`src/rtl/pipelined_digit_subtractor.sv`:
```
// pipelined_digit_subtractor
// Computes diff = a - b - bin over WIDTH bits, one DIGIT_W-wide digit per
// cycle, least-significant digit first. The borrow between digits lives in a
// register. A start/busy/done handshake frames each operation. The zero and
// signed-overflow flags are produced together with the final result.
module pipelined_digit_subtractor #(
    parameter int WIDTH   = 16,
    parameter int DIGIT_W = 4
) (
    input  logic             clk,
    input  logic             rst_n,
    input  logic             start,
    input  logic [WIDTH-1:0] a,
    input  logic [WIDTH-1:0] b,
    input  logic             bin,
    output logic             busy,
    output logic             done,
    output logic [WIDTH-1:0] diff,
    output logic             bout,
    output logic             zero,
    output logic             ovf
);

    localparam int NDIG  = WIDTH / DIGIT_W;
    localparam int CNT_W = (NDIG > 1) ? $clog2(NDIG) : 1;
    localparam logic [CNT_W-1:0] LAST_DIG = CNT_W'(NDIG - 1);

    typedef enum logic [1:0] {
        S_IDLE = 2'd0,
        S_RUN  = 2'd1,
        S_DONE = 2'd2
    } state_e;

    // Ripple of full-subtractor slices across one digit; returns {borrow_out, digit}.
    function automatic logic [DIGIT_W:0] sub_digit(
        input logic [DIGIT_W-1:0] x,
        input logic [DIGIT_W-1:0] y,
        input logic               br_in
    );
        logic               br;
        logic [DIGIT_W-1:0] d;
        br = br_in;
        d  = '0;
        for (int i = 0; i < DIGIT_W; i++) begin
            d[i] = x[i] ^ y[i] ^ br;
            br   = (~x[i] & y[i]) | (~(x[i] ^ y[i]) & br);
        end
        return {br, d};
    endfunction

    state_e             state_q;
    logic [WIDTH-1:0]   a_q;
    logic [WIDTH-1:0]   b_q;
    logic [WIDTH-1:0]   dsh_q;
    logic [WIDTH-1:0]   dsh_d;
    logic               brw_q;
    logic               brw_d;
    logic [CNT_W-1:0]   cnt_q;
    logic               busy_q;
    logic               done_q;
    logic [WIDTH-1:0]   diff_q;
    logic               bout_q;
    logic               zero_q;
    logic               ovf_q;

    logic [DIGIT_W-1:0] a_dig;
    logic [DIGIT_W-1:0] b_dig;
    logic [DIGIT_W-1:0] d_dig;
    logic               zero_d;
    logic               ovf_d;

    // Select the current digit, subtract it, and merge it into the shadow result.
    always_comb begin
        a_dig = '0;
        b_dig = '0;
        for (int k = 0; k < NDIG; k++) begin
            if (cnt_q == CNT_W'(k)) begin
                a_dig = a_q[k*DIGIT_W +: DIGIT_W];
                b_dig = b_q[k*DIGIT_W +: DIGIT_W];
            end
        end

        {brw_d, d_dig} = sub_digit(a_dig, b_dig, brw_q);

        dsh_d = dsh_q;
        for (int k = 0; k < NDIG; k++) begin
            if (cnt_q == CNT_W'(k)) begin
                dsh_d[k*DIGIT_W +: DIGIT_W] = d_dig;
            end
        end

        // Flags only matter on the last digit, when dsh_d holds the full result.
        zero_d = (dsh_d == '0);
        ovf_d  = (a_q[WIDTH-1] != b_q[WIDTH-1]) && (dsh_d[WIDTH-1] != a_q[WIDTH-1]);
    end

    // Control FSM with registered handshake and result outputs.
    always_ff @(posedge clk or negedge rst_n) begin
        if (!rst_n) begin
            state_q <= S_IDLE;
            a_q     <= '0;
            b_q     <= '0;
            dsh_q   <= '0;
            brw_q   <= 1'b0;
            cnt_q   <= '0;
            busy_q  <= 1'b0;
            done_q  <= 1'b0;
            diff_q  <= '0;
            bout_q  <= 1'b0;
            zero_q  <= 1'b0;
            ovf_q   <= 1'b0;
        end else begin
            case (state_q)
                S_IDLE: begin
                    done_q <= 1'b0;
                    if (start) begin
                        a_q     <= a;
                        b_q     <= b;
                        brw_q   <= bin;
                        cnt_q   <= '0;
                        busy_q  <= 1'b1;
                        state_q <= S_RUN;
                    end
                end

                S_RUN: begin
                    dsh_q <= dsh_d;
                    brw_q <= brw_d;
                    if (cnt_q == LAST_DIG) begin
                        // Last digit: publish the result and the flags together.
                        cnt_q   <= '0;
                        busy_q  <= 1'b0;
                        done_q  <= 1'b1;
                        diff_q  <= dsh_d;
                        bout_q  <= brw_d;
                        zero_q  <= zero_d;
                        ovf_q   <= ovf_d;
                        state_q <= S_DONE;
                    end else begin
                        cnt_q <= cnt_q + CNT_W'(1);
                    end
                end

                S_DONE: begin
                    done_q <= 1'b0;
                    if (start) begin
                        // Back-to-back accept straight out of the done cycle.
                        a_q     <= a;
                        b_q     <= b;
                        brw_q   <= bin;
                        cnt_q   <= '0;
                        busy_q  <= 1'b1;
                        state_q <= S_RUN;
                    end else begin
                        state_q <= S_IDLE;
                    end
                end

                default: begin
                    busy_q  <= 1'b0;
                    done_q  <= 1'b0;
                    cnt_q   <= '0;
                    state_q <= S_IDLE;
                end
            endcase
        end
    end

    assign busy = busy_q;
    assign done = done_q;
    assign diff = diff_q;
    assign bout = bout_q;
    assign zero = zero_q;
    assign ovf  = ovf_q;

endmodule

```
`config.mk`:
```
export PLATFORM = sky130hd
export DESIGN_NAME = pipelined_digit_subtractor
export DESIGN_NICKNAME = d
export VERILOG_FILES = /design/src/rtl/pipelined_digit_subtractor.sv
export SDC_FILE = /design/constraint.sdc
export NUM_CORES = 1
export LEC_CHECK = 0
export BUFFER_PORTS_ARGS = -buffer_cell sky130_fd_sc_hd__buf_2
export CAP_MARGIN = 20
export CORE_MARGIN = 2
export CORE_UTILIZATION = 40
export DETAILED_ROUTE_END_ITERATION = 8
export PLACE_DENSITY = 0.56
export SLEW_MARGIN = 20
export SYNTH_ARGS = -nofsm -noshare
export SYNTH_HDL_FRONTEND = slang
export SYNTH_SLANG_ARGS = --single-unit
export TNS_END_PERCENT = 50
```
`constraint.sdc`:
```
create_clock -name clk -period 5 [get_ports clk]
set_clock_uncertainty 0.15 [all_clocks]
set_input_delay 1 -clock clk [delete_from_list [all_inputs] [get_ports clk]]
set_output_delay 1 -clock clk [all_outputs]
set_load 0.01 [all_outputs]
```
# Word-level counts from Yosys, hierarchy flattened

Cells that the tools add are included.

Bits in registers: 74

Multiplexer cells: 26
Reduce and logical (&&, ||, !) cells: 11
Equal/unequal tests: 10
Bitwise operators: 28
$add $sub $neg: 1

Operators by type and width:

| cell                                                                   | count |
|---|---|
| 4-bit two-way mux                                                      | 12 |
| 16-bit zero test                                                       | 1 |
| 2-bit AND reduction                                                    | 5 |
| 1-bit bitwise AND                                                      | 8 |
| 2-bit two-way mux                                                      | 4 |
| 1-bit NOT                                                              | 8 |
| 1-bit bitwise XOR                                                      | 8 |
| 2-bit equality test (second input constant)                            | 3 |
| 1-bit two-way mux                                                      | 6 |
| 2-bit one-hot mux with 3 select lines                                  | 1 |
| 2-bit by 1-bit equality test with 1-bit output (second input constant) | 2 |
| 2-bit zero test                                                        | 2 |
| 2-bit != test (second input constant)                                  | 2 |
| 1-bit OR                                                               | 4 |
| 1-bit one-hot mux with 2 select lines                                  | 2 |
| 2-bit one-hot mux with 2 select lines                                  | 1 |
| 2-bit by 1-bit adder with 2-bit output (second input constant)         | 1 |
| 1-bit != test                                                          | 2 |
| 2-bit by 1-bit != test with 1-bit output (second input constant)       | 1 |
| 2-bit nonzero test                                                     | 1 |
| 2-bit OR reduction                                                     | 1 |
| 1-bit logical AND                                                      | 1 |

# Logic depth before layout (Yosys ltp)

Depth after elaboration: 17
Mapped depth: 14
Gate-level depth less buffers: 12

# Worst setup path before layout

OpenSTA, ideal clock, no wires.

Kind: flip-flop to flip-flop
Start: register cnt_q[1]
End: register zero_q, in the netlist zero
Arrival: 3621 ps
Setup time: 95 ps
Data required time: 4755 ps
Clock period less this slack: 3867 ps
Cell stages (with the launch flop): 15
Setup slack: 1133 ps
Path through: dfrtp_1 inv_1 ha_1 buf_2 buf_6 a221oi_1 o31ai_1 fa_1 fa_1 fa_1 fa_1 clkbuf_1 nor4_2 o221ai_1 o31ai_1

Word-level cells in the longest chain between the ends: 16
Elaborated cells on any way between the ends: 41
Those cells by class: 3 x eq/ne; 12 x mux; 23 x bitwise; 3 x reduce/logical

Ends and longest elaborated chain:

| element                         | RTL line | text |
|---|---|---|
| start, declared                 | 58       | `logic [CNT_W-1:0] cnt_q;` |
| start signal, assigned          | 140      | `cnt_q <= cnt_q + CNT_W'(1);` |
| 2-bit zero test                 | 77, 87   |  |
| 4-bit two-way mux (4 in series) | 77       | `if (cnt_q == CNT_W'(k)) begin` |
| 1-bit bitwise XOR               | 45, 46   |  |
| 1-bit NOT                       | 46       | `br = (~x[i] & y[i]) \| (~(x[i] ^ y[i]) & br);` |
| 1-bit bitwise AND               | 46       |  |
| 1-bit OR                        | 46       |  |
| 1-bit bitwise AND               | 46       |  |
| 1-bit OR                        | 46       |  |
| 1-bit bitwise AND               | 46       |  |
| 1-bit OR                        | 46       |  |
| 1-bit bitwise XOR               | 45       | `d[i] = x[i] ^ y[i] ^ br;` |
| 4-bit two-way mux               | 87       | `if (cnt_q == CNT_W'(k)) begin` |
| 16-bit zero test                | 93       | `zero_d = (dsh_d == '0);` |
| end signal, assigned            | 136      | `zero_q <= zero_d;` |
| end, declared                   | 63       | `logic zero_q;` |

Parallel ways exist; a longest one is shown, timed or not.
A chain may end at the register's enable or synchronous reset.

# Worst setup path after layout

Start: register cnt_q[0]
End: register zero_q, in the netlist zero

Same word-level chain as after synthesis.

==> flow_metrics.env <==
export IMPL_synth_edf_count=0
export IMPL_synth_top_cell_area_share=0.5174
export IMPL_ir_drop_mv=0.4256
export IMPL_finalHoldViolCount=0
export IMPL_synth_area_per_cell_um2=12.78
export IMPL_ios=57
export IMPL_synth_top_area_cell="dfrtp_1"
export IMPL_finalInstanceArea_mm2=0.003891
export IMPL_die_area_mm2=0.009216
export IMPL_drt_pre_antenna_iters=4
export IMPL_fmax_ghz=0.2343
export IMPL_synth_simple_area_share=0.09239
export IMPL_synth_top_family_by_area="multiplexers"
export IMPL_setup_tns_ns=0
export IMPL_root_buffer="clkbuf_8"
export IMPL_netlist_area_mm2=0.003386
export IMPL_grt_max_degree=38
export IMPL_cts_buffers=9
export IMPL_cp_start_kind="register"
export IMPL_final_util=0.4736
export IMPL_r2r_slack_ns=0.73
export IMPL_grt_first_pass_wirelength_um=11110
export IMPL_place_area_mm2=0.003709
export IMPL_hpwl_um=4905
export IMPL_synth_mux_area_frac=0.2262
export IMPL_critPathMaxFanout=22
export IMPL_dp_cells=411
export IMPL_drive_above_1_share=0.3801
export IMPL_holdCritPathClass="register to register"
export IMPL_antenna_left=0
export IMPL_tightest_slew_ns=1.006
export IMPL_cts_hold_buf=0
export IMPL_syn_inst=265
export IMPL_maxCapViolCount=0
export IMPL_grtUsageTotal=0.1626
export IMPL_period_needed_ns=4.269
export IMPL_synth_seq_area_share=0.5174
export IMPL_ys_flop_type="dfrtp_1"
export IMPL_power_uw=3153
export IMPL_crit_required_ns=5.10
export IMPL_worstReg2RegStart="cnt_q[0]$_DFFE_PN0N_"
export IMPL_num_vias=2157
export IMPL_powerDensity_mw_per_mm2=810.4
export IMPL_synth_most_common_cell="dfrtp_1"
export IMPL_fin_crit_sh=0.8537
export IMPL_endpoint_kind="register"
export IMPL_synth_commonest_cells="dfrtp_1, nand2_1, mux2_4"
export IMPL_h_tree_depth=3
export IMPL_cts_setup_buffers=0
export IMPL_chipHeight_um=96
export IMPL_yosysWarnings=0
export IMPL_clock_sinks=70
export IMPL_yosys_area_share_adder=0.03843
export IMPL_finalWirelength_um=6624
export IMPL_worst_slew_margin_rel=0.3278
export IMPL_wire_per_inst_um=15.55
export IMPL_path_class="register to register"
export IMPL_num_rows=33
export IMPL_antenna_found_initial=0
export IMPL_synthArstFlopShare=1.000
export IMPL_synth_cell_type_count=32
export IMPL_startpoint="cnt_q[0]$_DFFE_PN0N_"
export IMPL_nets=361
export IMPL_final_setup_viol_count=0
export IMPL_areaGrowthSynthToFinish_pct=14.93
export IMPL_grt_overflow=0
export IMPL_core_area_mm2=0.008217
export IMPL_maxSlewViolCount=0
export IMPL_gp_congestion=0.7239
export IMPL_drtIter0Drc=72
export IMPL_ys_top_cells_by_area="dfrtp_1, mux2_4, mux2_2, mux2i_1, nand2_1"
export IMPL_synth_xor_area_frac=0
export IMPL_drc=0
export IMPL_grt_pass1_vias=2194
export IMPL_viasPerCell=5.063
export IMPL_min_from="diff[9]$_DFFE_PN0P_"
export IMPL_stdcell_count=426
export IMPL_floorplan_initialDensity=0.4121
export IMPL_port_buffers=56
export IMPL_cts_resized=0
export IMPL_rsz0062_at_grt="false"
export IMPL_worstPathArrival_ns=4.36
export IMPL_diodes=0
export IMPL_fp_dieW_um=96
export IMPL_cts_clk_slew_worst_paths_ns=0.07
export IMPL_syn_num_nets=309
export IMPL_tritoncts="yes"
export IMPL_synth_compound_area_share=0.08130
export IMPL_clk_path_buf_depth=2
export IMPL_leakagePower_uw=0.001804
export IMPL_clock_latency_ns=0.34
export IMPL_status="completed"
export IMPL_ys_ff_latch=70
==> cell families (layout without fill, tap and decap cells) <==
| family | count (synthesis) | count (layout) |
|---|---|---|
| AO/OA/AOI/OAI | 40 | 40 |
| adder cells (fa/ha/maj) | 8 | 8 |
| buffers and inverters | 25 | 81 |
| flip-flops | 70 | 70 |
| multiplexers | 60 | 60 |
| AND/OR/NAND/NOR | 62 | 62 |
==> critical path, cell delays in order, from the launching register on <==
cell      delay [ns]
dfrtp_1         0.40
inv_1           0.12
ha_1            0.68
a221oi_1        0.10
o31a_1          0.30
fa_1            0.41
fa_1            0.39
fa_1            0.39
fa_1            0.63
nor4_2          0.19
o221ai_1        0.14
o31ai_1         0.26
==> flip-flops by register name (all words and copies together) (netlist names) <==
signal / count
zero: 1
a_q: 16
dsh_q: 12
ovf: 1
bout: 1
brw_q: 1
done: 1
diff: 16
busy: 1
b_q: 16
cnt_q: 2
state_q: 2
==> power breakdown <==
part | switching, uW | internal [uW]
logic | 866 | 811
registers | 193 | 851
clock network | 190 | 242
total | 1250 | 1900
==> through the flow <==
| stage | setup WS, ns | hold WS [ns] |
|---|---|---|
| after floorplan | 1.133 | 0.3239 |
| after global placement | 0.8630 | 0.3050 |
| after detailed placement | 0.7075 | 0.3153 |
| after CTS | 0.7053 | 0.3302 |
| after global routing | 0.4021 | 0.3479 |
| final | 0.7314 | 0.3230 |
==> worst paths after layout <==
check	to	cells past startpoint
worst max-delay path	zero$_DFFE_PN0P_	11
worst min-delay path	diff[9]$_DFFE_PN0P_	2
worst max register to register	zero$_DFFE_PN0P_	11
worst min register to register	diff[9]$_DFFE_PN0P_	2
max in group asynchronous	a_q[1]$_DFFE_PN0P_	2
min in group asynchronous	diff[12]$_DFFE_PN0P_	1
==> final cells by class <==
class / count / area (um2)
timing repair buffer: 61 / 317.8
multi-input combinational: 170 / 1489
sequential: 70 / 1752
tap: 105 / 131.4
fill: 773 / 4325
clock inverter: 1 / 30.03
inverter: 5 / 18.77
clock buffer: 14 / 152.6
==> layer usage <==
layer | share of wire | GRT usage
met2 | 0.47 | 0.2465
met3 | 0.041 | 0.04229
met5 | 0 | 0
met1 | 0.47 | 0.2223
met4 | 0.017 | 0.06429
==> cells in the final DEF, fill, tap and decap left out, types with 6 or more instances in the layout <==
master	n
dfrtp_1	70
buf_2	56
nand2_1	29
mux2_4	28
mux2_2	20
nor2b_1	17
o21ai_0	15
mux2i_1	12
clkbuf_8	10
a221oi_1	8
o31ai_1	6
nor2_1	6
Note: power is estimated with default switching activity, not from simulation.
